## config.mk

```make
export PLATFORM = sky130hd
export DESIGN_NAME = snax_simd_alu_shell_wrapper
export DESIGN_NICKNAME = d
export VERILOG_FILES = /design/src/rtl/snax_simd_alu_shell_wrapper.sv
export SDC_FILE = /design/constraint.sdc
export NUM_CORES = 2
export LEC_CHECK = 0
export CORE_ASPECT_RATIO = 1.4
export CORE_MARGIN = 10
export CORE_UTILIZATION = 54
export DETAILED_ROUTE_END_ITERATION = 12
export DONT_BUFFER_PORTS = 1
export PLACE_DENSITY = 0.76
export RECOVER_POWER = 100
export SYNTH_ARGS = -nofsm -noshare
export SYNTH_HDL_FRONTEND = slang
export SYNTH_SLANG_ARGS = --single-unit
```

## constraint.sdc

```tcl
create_clock -name clk_i -period 2.9 [get_ports clk_i]
set_input_delay 0.58 -clock clk_i [delete_from_list [all_inputs] [get_ports clk_i]]
set_output_delay 0.58 -clock clk_i [all_outputs]
set_load 0.01 [all_outputs]
```

## src/rtl/snax_simd_alu_shell_wrapper.sv

```systemverilog
// SNAX accelerator shell: joins two operand streams through a NumLanes-wide SIMD ALU
// (ADD/SUB/MUL/XOR) into one double-width result stream, configured over the CSR manager.
module snax_simd_alu_shell_wrapper #(
  parameter int unsigned NumLanes     = 4,
  parameter int unsigned LaneWidth    = 16,
  parameter int unsigned RegRWCount   = 3,
  parameter int unsigned RegROCount   = 2,
  parameter int unsigned RegDataWidth = 32
) (
  input  logic                               clk_i,
  input  logic                               rst_ni,
  output logic [NumLanes*2*LaneWidth-1:0]    acc2stream_0_data_o,
  output logic                               acc2stream_0_valid_o,
  input  logic                               acc2stream_0_ready_i,
  input  logic [NumLanes*LaneWidth-1:0]      stream2acc_0_data_i,
  input  logic                               stream2acc_0_valid_i,
  output logic                               stream2acc_0_ready_o,
  input  logic [NumLanes*LaneWidth-1:0]      stream2acc_1_data_i,
  input  logic                               stream2acc_1_valid_i,
  output logic                               stream2acc_1_ready_o,
  input  logic [RegRWCount*RegDataWidth-1:0] csr_reg_set_i,
  input  logic                               csr_reg_set_valid_i,
  output logic                               csr_reg_set_ready_o,
  output logic [RegROCount*RegDataWidth-1:0] csr_reg_ro_set_o
);

  localparam int unsigned OutW = NumLanes * 2 * LaneWidth;
  localparam int unsigned ResW = 2 * LaneWidth;

  typedef enum logic {IDLE, BUSY} state_e;

  state_e                  state_q, state_d;
  logic [1:0]              mode_q, mode_d;
  logic [RegDataWidth-1:0] beats_left_q, beats_left_d;
  logic [RegDataWidth-1:0] cycles_q, cycles_d;
  logic                    out_valid_q, out_valid_d;
  logic [OutW-1:0]         out_data_q, out_data_d;
  logic [OutW-1:0]         result;
  logic                    csr_fire, can_take, take;
  logic                    unused_csr;

  // Operands are sign-extended first so the double-width result never wraps.
  function automatic logic signed [ResW-1:0] lane_op(input logic [1:0] op,
                                                     input logic signed [LaneWidth-1:0] a,
                                                     input logic signed [LaneWidth-1:0] b);
    logic signed [ResW-1:0] ax, bx;
    ax = {{LaneWidth{a[LaneWidth-1]}}, a};
    bx = {{LaneWidth{b[LaneWidth-1]}}, b};
    unique case (op)
      2'd0:    lane_op = ax + bx;
      2'd1:    lane_op = ax - bx;
      2'd2:    lane_op = ax * bx;
      default: lane_op = {{LaneWidth{1'b0}}, a ^ b};
    endcase
  endfunction

  assign unused_csr = ^csr_reg_set_i;

  always_comb begin
    result = '0;
    for (int i = 0; i < NumLanes; i++) begin
      result[i*ResW +: ResW] = lane_op(mode_q,
                                       stream2acc_0_data_i[i*LaneWidth +: LaneWidth],
                                       stream2acc_1_data_i[i*LaneWidth +: LaneWidth]);
    end
  end

  assign csr_fire = csr_reg_set_valid_i && (state_q == IDLE);
  assign can_take = (state_q == BUSY) && (beats_left_q != '0) &&
                    (!out_valid_q || acc2stream_0_ready_i);
  assign take     = can_take && stream2acc_0_valid_i && stream2acc_1_valid_i;

  always_comb begin
    state_d      = state_q;
    mode_d       = mode_q;
    beats_left_d = beats_left_q;
    cycles_d     = cycles_q;
    out_valid_d  = out_valid_q;
    out_data_d   = out_data_q;

    if (out_valid_q && acc2stream_0_ready_i) out_valid_d = 1'b0;
    if (take) begin
      out_valid_d  = 1'b1;
      out_data_d   = result;
      beats_left_d = beats_left_q - RegDataWidth'(1);
    end
    if ((state_q == BUSY) && (cycles_q != '1)) cycles_d = cycles_q + RegDataWidth'(1);

    unique case (state_q)
      IDLE: begin
        if (csr_fire) begin
          mode_d = csr_reg_set_i[1:0];
          if (csr_reg_set_i[2*RegDataWidth] &&
              (csr_reg_set_i[RegDataWidth +: RegDataWidth] != '0)) begin
            state_d      = BUSY;
            beats_left_d = csr_reg_set_i[RegDataWidth +: RegDataWidth];
            cycles_d     = '0;
          end
        end
      end
      default: begin
        // Finish once every beat is taken and the result register is empty or leaving now.
        if ((beats_left_q == '0) && (!out_valid_q || acc2stream_0_ready_i)) state_d = IDLE;
      end
    endcase
  end

  always_ff @(posedge clk_i or negedge rst_ni) begin
    if (!rst_ni) begin
      state_q      <= IDLE;
      mode_q       <= 2'd0;
      beats_left_q <= '0;
      cycles_q     <= '0;
      out_valid_q  <= 1'b0;
      out_data_q   <= '0;
    end else begin
      state_q      <= state_d;
      mode_q       <= mode_d;
      beats_left_q <= beats_left_d;
      cycles_q     <= cycles_d;
      out_valid_q  <= out_valid_d;
      out_data_q   <= out_data_d;
    end
  end

  always_comb begin
    csr_reg_ro_set_o                                 = '0;
    csr_reg_ro_set_o[0]                              = (state_q == BUSY);
    csr_reg_ro_set_o[RegDataWidth +: RegDataWidth]   = cycles_q;
  end

  assign csr_reg_set_ready_o  = (state_q == IDLE);
  assign acc2stream_0_data_o  = out_data_q;
  assign acc2stream_0_valid_o = out_valid_q;
  assign stream2acc_0_ready_o = can_take && stream2acc_1_valid_i;
  assign stream2acc_1_ready_o = can_take && stream2acc_0_valid_i;

endmodule
```

[Word level (Yosys, flattened, before mapping)]
Index checks and enable logic that the tools add are counted.
Cells by class
  add/sub/neg operators: 10
  bitwise logic cells: 5
  reduce and logical (&&, ||, !) cells: 18
  magnitude comparators: 0
  multiplexer cells: 18
  $mul: 4
  equal/unequal tests: 3
  shifts and indexed selects: 0
  div/mod/pow operators: 0
Operators by type and width (number)
  32-bit case mux with 3 select lines: 4
  32-bit 2-to-1 mux: 8
  16-bit by 16-bit multiplier with 32-bit output: 4
  16-bit by 16-bit adder with 17-bit output: 4
  16-bit by 16-bit subtractor with 17-bit output: 4
  32-bit nonzero test: 2
  16-bit XOR: 4
  32-bit by 1-bit adder with 32-bit output (second input constant): 1
  32-bit logical NOT: 1
  32-bit inequality test (second input constant): 1
  32-bit by 1-bit subtractor with 32-bit output (second input constant): 1
  1-bit logical AND: 10
  1-bit 2-to-1 mux: 6
  2-bit by 1-bit equality test with 1-bit output (second input constant): 1
  2-bit equality test (second input constant): 1
  2-bit logical NOT: 1
  2-bit AND reduction: 1
  2-bit nonzero test: 1
  1-bit logical NOT: 1
  1-bit logical OR: 1
  1-bit inverter: 1
Word-level totals
  word-level logic and storage cells: 64
  output and inout bits: 196
  bits in registers: 196
  bits in writable memories: 0
  input port bits: 230
  latch bits: 0
  bits in read-only memories: 0
  memories kept: 0

[Longest topological paths before layout]
  depth after elaboration: 9
  mapped depth: 24
  mapped depth without buffers: 23

[Worst setup path before layout]
No wires, ideal clock.
  kind: input to register
  start point: input port stream2acc_1_data_i[33]
  end point: register out_data_q[94], in the netlist acc2stream_0_data_o[94]
  path slack: -3.789 ns
  arrival time: 6.611 ns
  path buffers: 2
  setup time: 0.077 ns
  cell stages on the path: 22
  data required time: 2.823 ns
  cells stage by stage: clkbuf_1 > nand2_1 > inv_1 > fa_1 > fa_1 > fa_1 > fa_1 > fa_1 > inv_1 > fa_1 > inv_1 > ha_1 > and3_1 > clkbuf_1 > a221o_1 > a31oi_1 > o21ai_0 > a2111oi_0 > o21ai_0 > o41ai_1 > o21ai_0 > a21oi_1
Between the ends
  cells in the longest elaborated chain, start to end: 2
  elaborated cells between the ends (all ways): 4
  those cells by class: add/sub (2); mul (1); mux (1)
RTL lines
  from (decl): RTL line 18  | input logic [NumLanes*LaneWidth-1:0] stream2acc_1_data_i,
  16-bit by 16-bit multiplier with 32-bit output (tied with other cells): RTL line 52  | 2'd2: lane_op = ax * bx;
  32-bit case mux with 3 select lines (*): RTL line 49  | unique case (op)
  to (signal assigned): RTL line 122  | out_data_q <= out_data_d;
  to (decl): RTL line 37  | logic [OutW-1:0] out_data_q, out_data_d;
Every way passes the cells marked *; elsewhere a longest branch is shown, timed or not.
A chain may end at the register's enable or synchronous reset.

[Final worst setup path]
  start point: input port stream2acc_1_data_i[33]
  end point: register out_data_q[90], in the netlist acc2stream_0_data_o[90]
Same word-level chain as after synthesis.

==> out/results.md <==
| Stage | Result | This run |
|---|---|---|
| setup path | Critical path capture point type | flop |
| clock tree | TritonCTS Buffers | 17 |
| detailed routing | Met3 Routed Length | 13.71 mm |
| placement | Cell area reported after detailed placement | 0.06289 mm^2 |
| timing | Peak Freq | 181.0 MHz |
| grt | Global-route congestion overflow total | 0 |
| setup path | Crit-path max FO | 17 |
| placement | Number of buffers added on ports | 0 |
| detailed routing | DR WL/cell | 21.61 um |
| placement | Placer Congestion | 0.9603 |
| timing | Setup repair after global routing missed its margin | true |
| die | DIE WIDTH | 289.8 um |
| logic synthesis | Cells after synthesis | 6356 |
| timing | Final setup TNS | -227.86 ns |
| clock tree | Depth of the CTS H-tree | 4 |
| timing | Hold Fails Final Rpt | 196 |
| clock tree | Buffers from clock root to sink, at most | 2 |
| placement | Dpl hpwl | 143.8 mm |
| run status | Outcome | finished, violations left |
| cells and area | Finished Cell Area | 0.06740 mm^2 |
| die | Initial core utilization | 0.5438 |
| clock tree | Clock transition at the register clock pins on the worst setup and hold paths after CTS | 0.11 ns |
| setup path | Cell type with the highest occurrence count on the critical path | sky130_fd_sc_hd__fa_1 |
| logic synthesis | Most instantiated flip-flop cell in the synthesis netlist | sky130_fd_sc_hd__dfrtp_1 |
| logic synthesis | Mean instance size in the synthesized netlist | 8.657 um^2 |
| die | Area of the core | 0.1012 mm^2 |
| timing | Count of pins over their slew limit | 0 |
| setup path | Critical-path top delay cell | sky130_fd_sc_hd__fa_2 |
| setup path | Crit Path Category | in -> reg |
| detailed routing | Detailed-route wire length on metal 1 | 60.46 mm |
| worst hold path | Path type of the worst min-delay path | in -> async |
| grt | Antenna violations before repair | 2 |
| detailed routing | Via count | 47080 |
| clock tree | CTS tree | done |
| clock tree | Clock root buffer | sky130_fd_sc_hd__clkbuf_16 |
| detailed routing | Number of violations reported at the end of detailed-routing iteration 0 | 2960 |
| timing | Number of endpoints failing setup at the final stage | 125 |
| die | Full die area | 0.1152 mm^2 |
| detailed routing | Via density per instance | 5.679 |
| setup path | Setup slack of the worst register-to-register path | -0.14 ns |
| setup path | Startpoint types | input pin |
| die | Height of the chip | 397.7 um |
| clock tree | Worst-Skew Late Latency | 0.51 ns |
| detailed routing | Antenna violation net count after detailed routing | 0 |
| grt | Maximum number of pins on one net before global-route repair | 197 |
| setup path | WP data required | 3.30 ns |
| detailed routing | Top sig layer | met5 |
| detailed routing | Met2 layer wire length in the routed design | 92.48 mm |
| logic synthesis | Number of register bits inferred by synthesis | 196 |
| timing | Post-route clock period utilization | 1.905 |
| cells and area | Post-layout nets | 8694 |
| detailed routing | # DRC | 0 |
| timing | Worst-case headroom to the max-slew limit | 0.2291 |
| cells and area | Util after Layout | 0.6662 |
| logic synthesis | Cell area after synthesis | 0.05503 mm^2 |
| logic synthesis | Number of synthesized flops with an enable pin | 0 |
| setup path | Largest stage delay on the critical path | 0.64 ns |
| timing | Final min period | 5.526 ns |
| grt | First-pass GRT wire length | 282.9 mm |
| die | Number of placed I/O pins | 426 |
| setup path | Worst EP arrival | 5.92 ns |
| logic synthesis | Unique cell type count in the Yosys netlist | 94 |
| logic synthesis | Number of warnings reported in the yosys synthesis log | 0 |
| cells and area | Diode insertion count for antenna repair | 0 |
| grt | All-Layer GR Usage | 0.3144 |
| die | Standard-cell row count | 138 |
| clock tree | Clock Sink Count | 196 |
| flow run | Max-cap violations | 0 |
| cells and area | Ratio of cells with drive above 1 in the final layout | 0.2469 |
| timing | Measured slew at the worst slew-check pin | 1.152 ns |
| timing | Smallest hold slack | -0.2530 ns |
| logic synthesis | Share of flip-flops with an asynchronous set or reset | 1.000 |
| setup path | Path depth of the worst reg2reg path | 12 |
| cells and area | Fill count | 7871 |
| timing | Final WS setup | -2.626 ns |
| setup path | Cell breakdown of the critical path | nand2_8 -> inv_4 -> fa_2 -> fa_2 -> fa_1 -> fa_1 -> fa_1 -> fa_1 -> ha_4 -> and3_4 -> a221o_1 -> a31oi_4 -> buf_6 -> nand2_1 -> a211o_1 -> a31oi_1 -> buf_4 -> o21ai_1 |
| timing | Final Skew | 0.03229 ns |
| logic synthesis | Sequential element share of the synthesized area | 0.08914 |
| cells and area | Area delta synth->final | 22.50% |
| run status | Failing checks | hold timing, setup timing |
| grt | Via count of the first global-routing pass | 52270 |
| detailed routing | Count of TritonRoute iterations in the first routing pass | 5 |
| detailed routing | Wire length after detailed routing | 179.1 mm |
## metal layers
layer,global-route usage,vias to the layer above
met5,0,-
met4,0.1960,4
met3,0.06831,641
met2,0.5550,1826
met1,0.3370,23810
li1,-,20800
## layout by cell type, fill, tap and decap left out, drive strengths merged, types with 22 or more instances in the layout
cell type,instances
o21a,41
and2,413
and3,22
nand2b,41
nor2,371
nor2b,30
conb,31
a31oi,37
a21o,55
or3,31
nand3,54
xor2,85
o21ai,273
ha,462
fa,1056
o31ai,22
nand2,738
dfrtp,196
o211ai,30
nor3,66
o21bai,22
inv,1314
a211oi,28
nor4,34
xnor2,153
clkbuf,28
buf,824
a21oi,235
## final timing paths
check,startpoint,endpoint
setup / recovery,stream2acc_1_data_i[33],acc2stream_0_data_o[90]$_DFFE_PN0P_
hold / removal,rst_ni,cycles_q[14]$_DFF_PN0_
setup reg to reg,beats_left_q[1]$_DFF_PN0_,beats_left_q[10]$_DFF_PN0_
hold reg to reg,acc2stream_0_data_o[1]$_DFFE_PN0P_,acc2stream_0_data_o[1]$_DFFE_PN0P_
max in group asynchronous,rst_ni,acc2stream_0_data_o[118]$_DFFE_PN0P_
min in group clk_i,csr_reg_set_i[57],beats_left_q[25]$_DFF_PN0_
## registers in the layout, summed over array words and instances (netlist names)
register              cells
cycles_q                 32
beats_left_q             32
acc2stream_0_data_o     128
state_q                   1
acc2stream_0_valid_o      1
mode_q                    2
## cells in the mapped netlist, types with 10 or more instances
cell                        count  area, um^2
sky130_fd_sc_hd__inv_1       1312        4925
sky130_fd_sc_hd__fa_1        1056       21140
sky130_fd_sc_hd__nand2_1      738        2770
sky130_fd_sc_hd__ha_1         462        5781
sky130_fd_sc_hd__and2_1       413        2584
sky130_fd_sc_hd__nor2_1       371        1393
sky130_fd_sc_hd__o21ai_0      263        1316
sky130_fd_sc_hd__a21oi_1      235        1176
sky130_fd_sc_hd__clkbuf_1     220       825.8
sky130_fd_sc_hd__dfrtp_1      196        4905
sky130_fd_sc_hd__xnor2_1      153        1340
sky130_fd_sc_hd__xor2_1        85       744.5
sky130_fd_sc_hd__nor3_1        64       320.3
sky130_fd_sc_hd__a21o_1        55       412.9
sky130_fd_sc_hd__nand3_1       53       265.3
sky130_fd_sc_hd__o21a_1        41       307.8
sky130_fd_sc_hd__nand2b_1      40       250.2
sky130_fd_sc_hd__a31oi_1       37       231.5
sky130_fd_sc_hd__buf_4         35       262.8
sky130_fd_sc_hd__nor4_1        33       206.5
sky130_fd_sc_hd__or3_1         31       193.9
sky130_fd_sc_hd__nor2b_1       30       187.7
sky130_fd_sc_hd__o211ai_1      29       217.7
sky130_fd_sc_hd__a211oi_1      28       210.2
sky130_fd_sc_hd__and3_1        22       137.6
sky130_fd_sc_hd__o21bai_1      22       165.2
sky130_fd_sc_hd__buf_2         21       105.1
sky130_fd_sc_hd__o31ai_1       21       157.7
sky130_fd_sc_hd__mux2i_1       20       200.2
sky130_fd_sc_hd__a22oi_1       18       135.1
sky130_fd_sc_hd__a221oi_1      17       148.9
sky130_fd_sc_hd__buf_1         16       60.06
sky130_fd_sc_hd__nand4_1       15       93.84
sky130_fd_sc_hd__o221ai_1      11       96.34
sky130_fd_sc_hd__o22ai_1       11       68.82
sky130_fd_sc_hd__o2111ai_1     10       87.58
sky130_fd_sc_hd__o21ai_1       10       50.05
## cell families after synthesis
logic type,synth area share
and+or+nand+nor,0.1588
buffers and inverters,0.1129
adders and majority gates,0.4892
AOI/OAI and AO/OA,0.1067
xor gates and xnor gates,0.03788
DFF,0.08914
muxes,0.005275
other,0.00006815
## cell type report
class | count | area (um^2) | area share
well taps | 1330 | 1664 | 0.02469
clock inverters | 14 | 181.4 | 0.002692
multi-input cells | 4582 | 48560 | 0.7204
flip-flops and latches | 196 | 4912 | 0.07288
repair buffers | 834 | 6631 | 0.09838
inverters | 1313 | 5002 | 0.07421
repair inverters | 2 | 15.01 | 0.0002228
clock buffers | 18 | 439.2 | 0.006516
## metrics by stage
step	instances	hold slack [ns]	worst slack, ns
detailed placement	8170	0.2907	-3.225
finish	8289	-0.2530	-2.626
CTS	8259	-0.2813	-2.536
global placement	8170	0.2907	-3.235
floorplan	6386	0.2844	-3.056
global route	8289	-0.2708	-2.789
## worst max-delay path: cells and delay by family
family / cells / cell delay, ns
AO/OA/AOI/OAI: 5 / 1.12
adder cells (fa/ha/maj): 7 / 3.60
AND/OR/NAND/NOR: 3 / 0.27
buffers and inverters: 3 / 0.32
## repair_timing
item                                    4_1_cts  5_1_grt
endpoints found under the hold margin       196      196
endpoints found under the setup margin      115      118
pin swaps                                   375      301
gates cloned                                  2        0
gates resized for setup                     519      246
setup buffers                                67       44
Power is left out: the tool's default activity adds up to more than one toggle a clock period on the data nets, which glitch-free logic cannot reach.
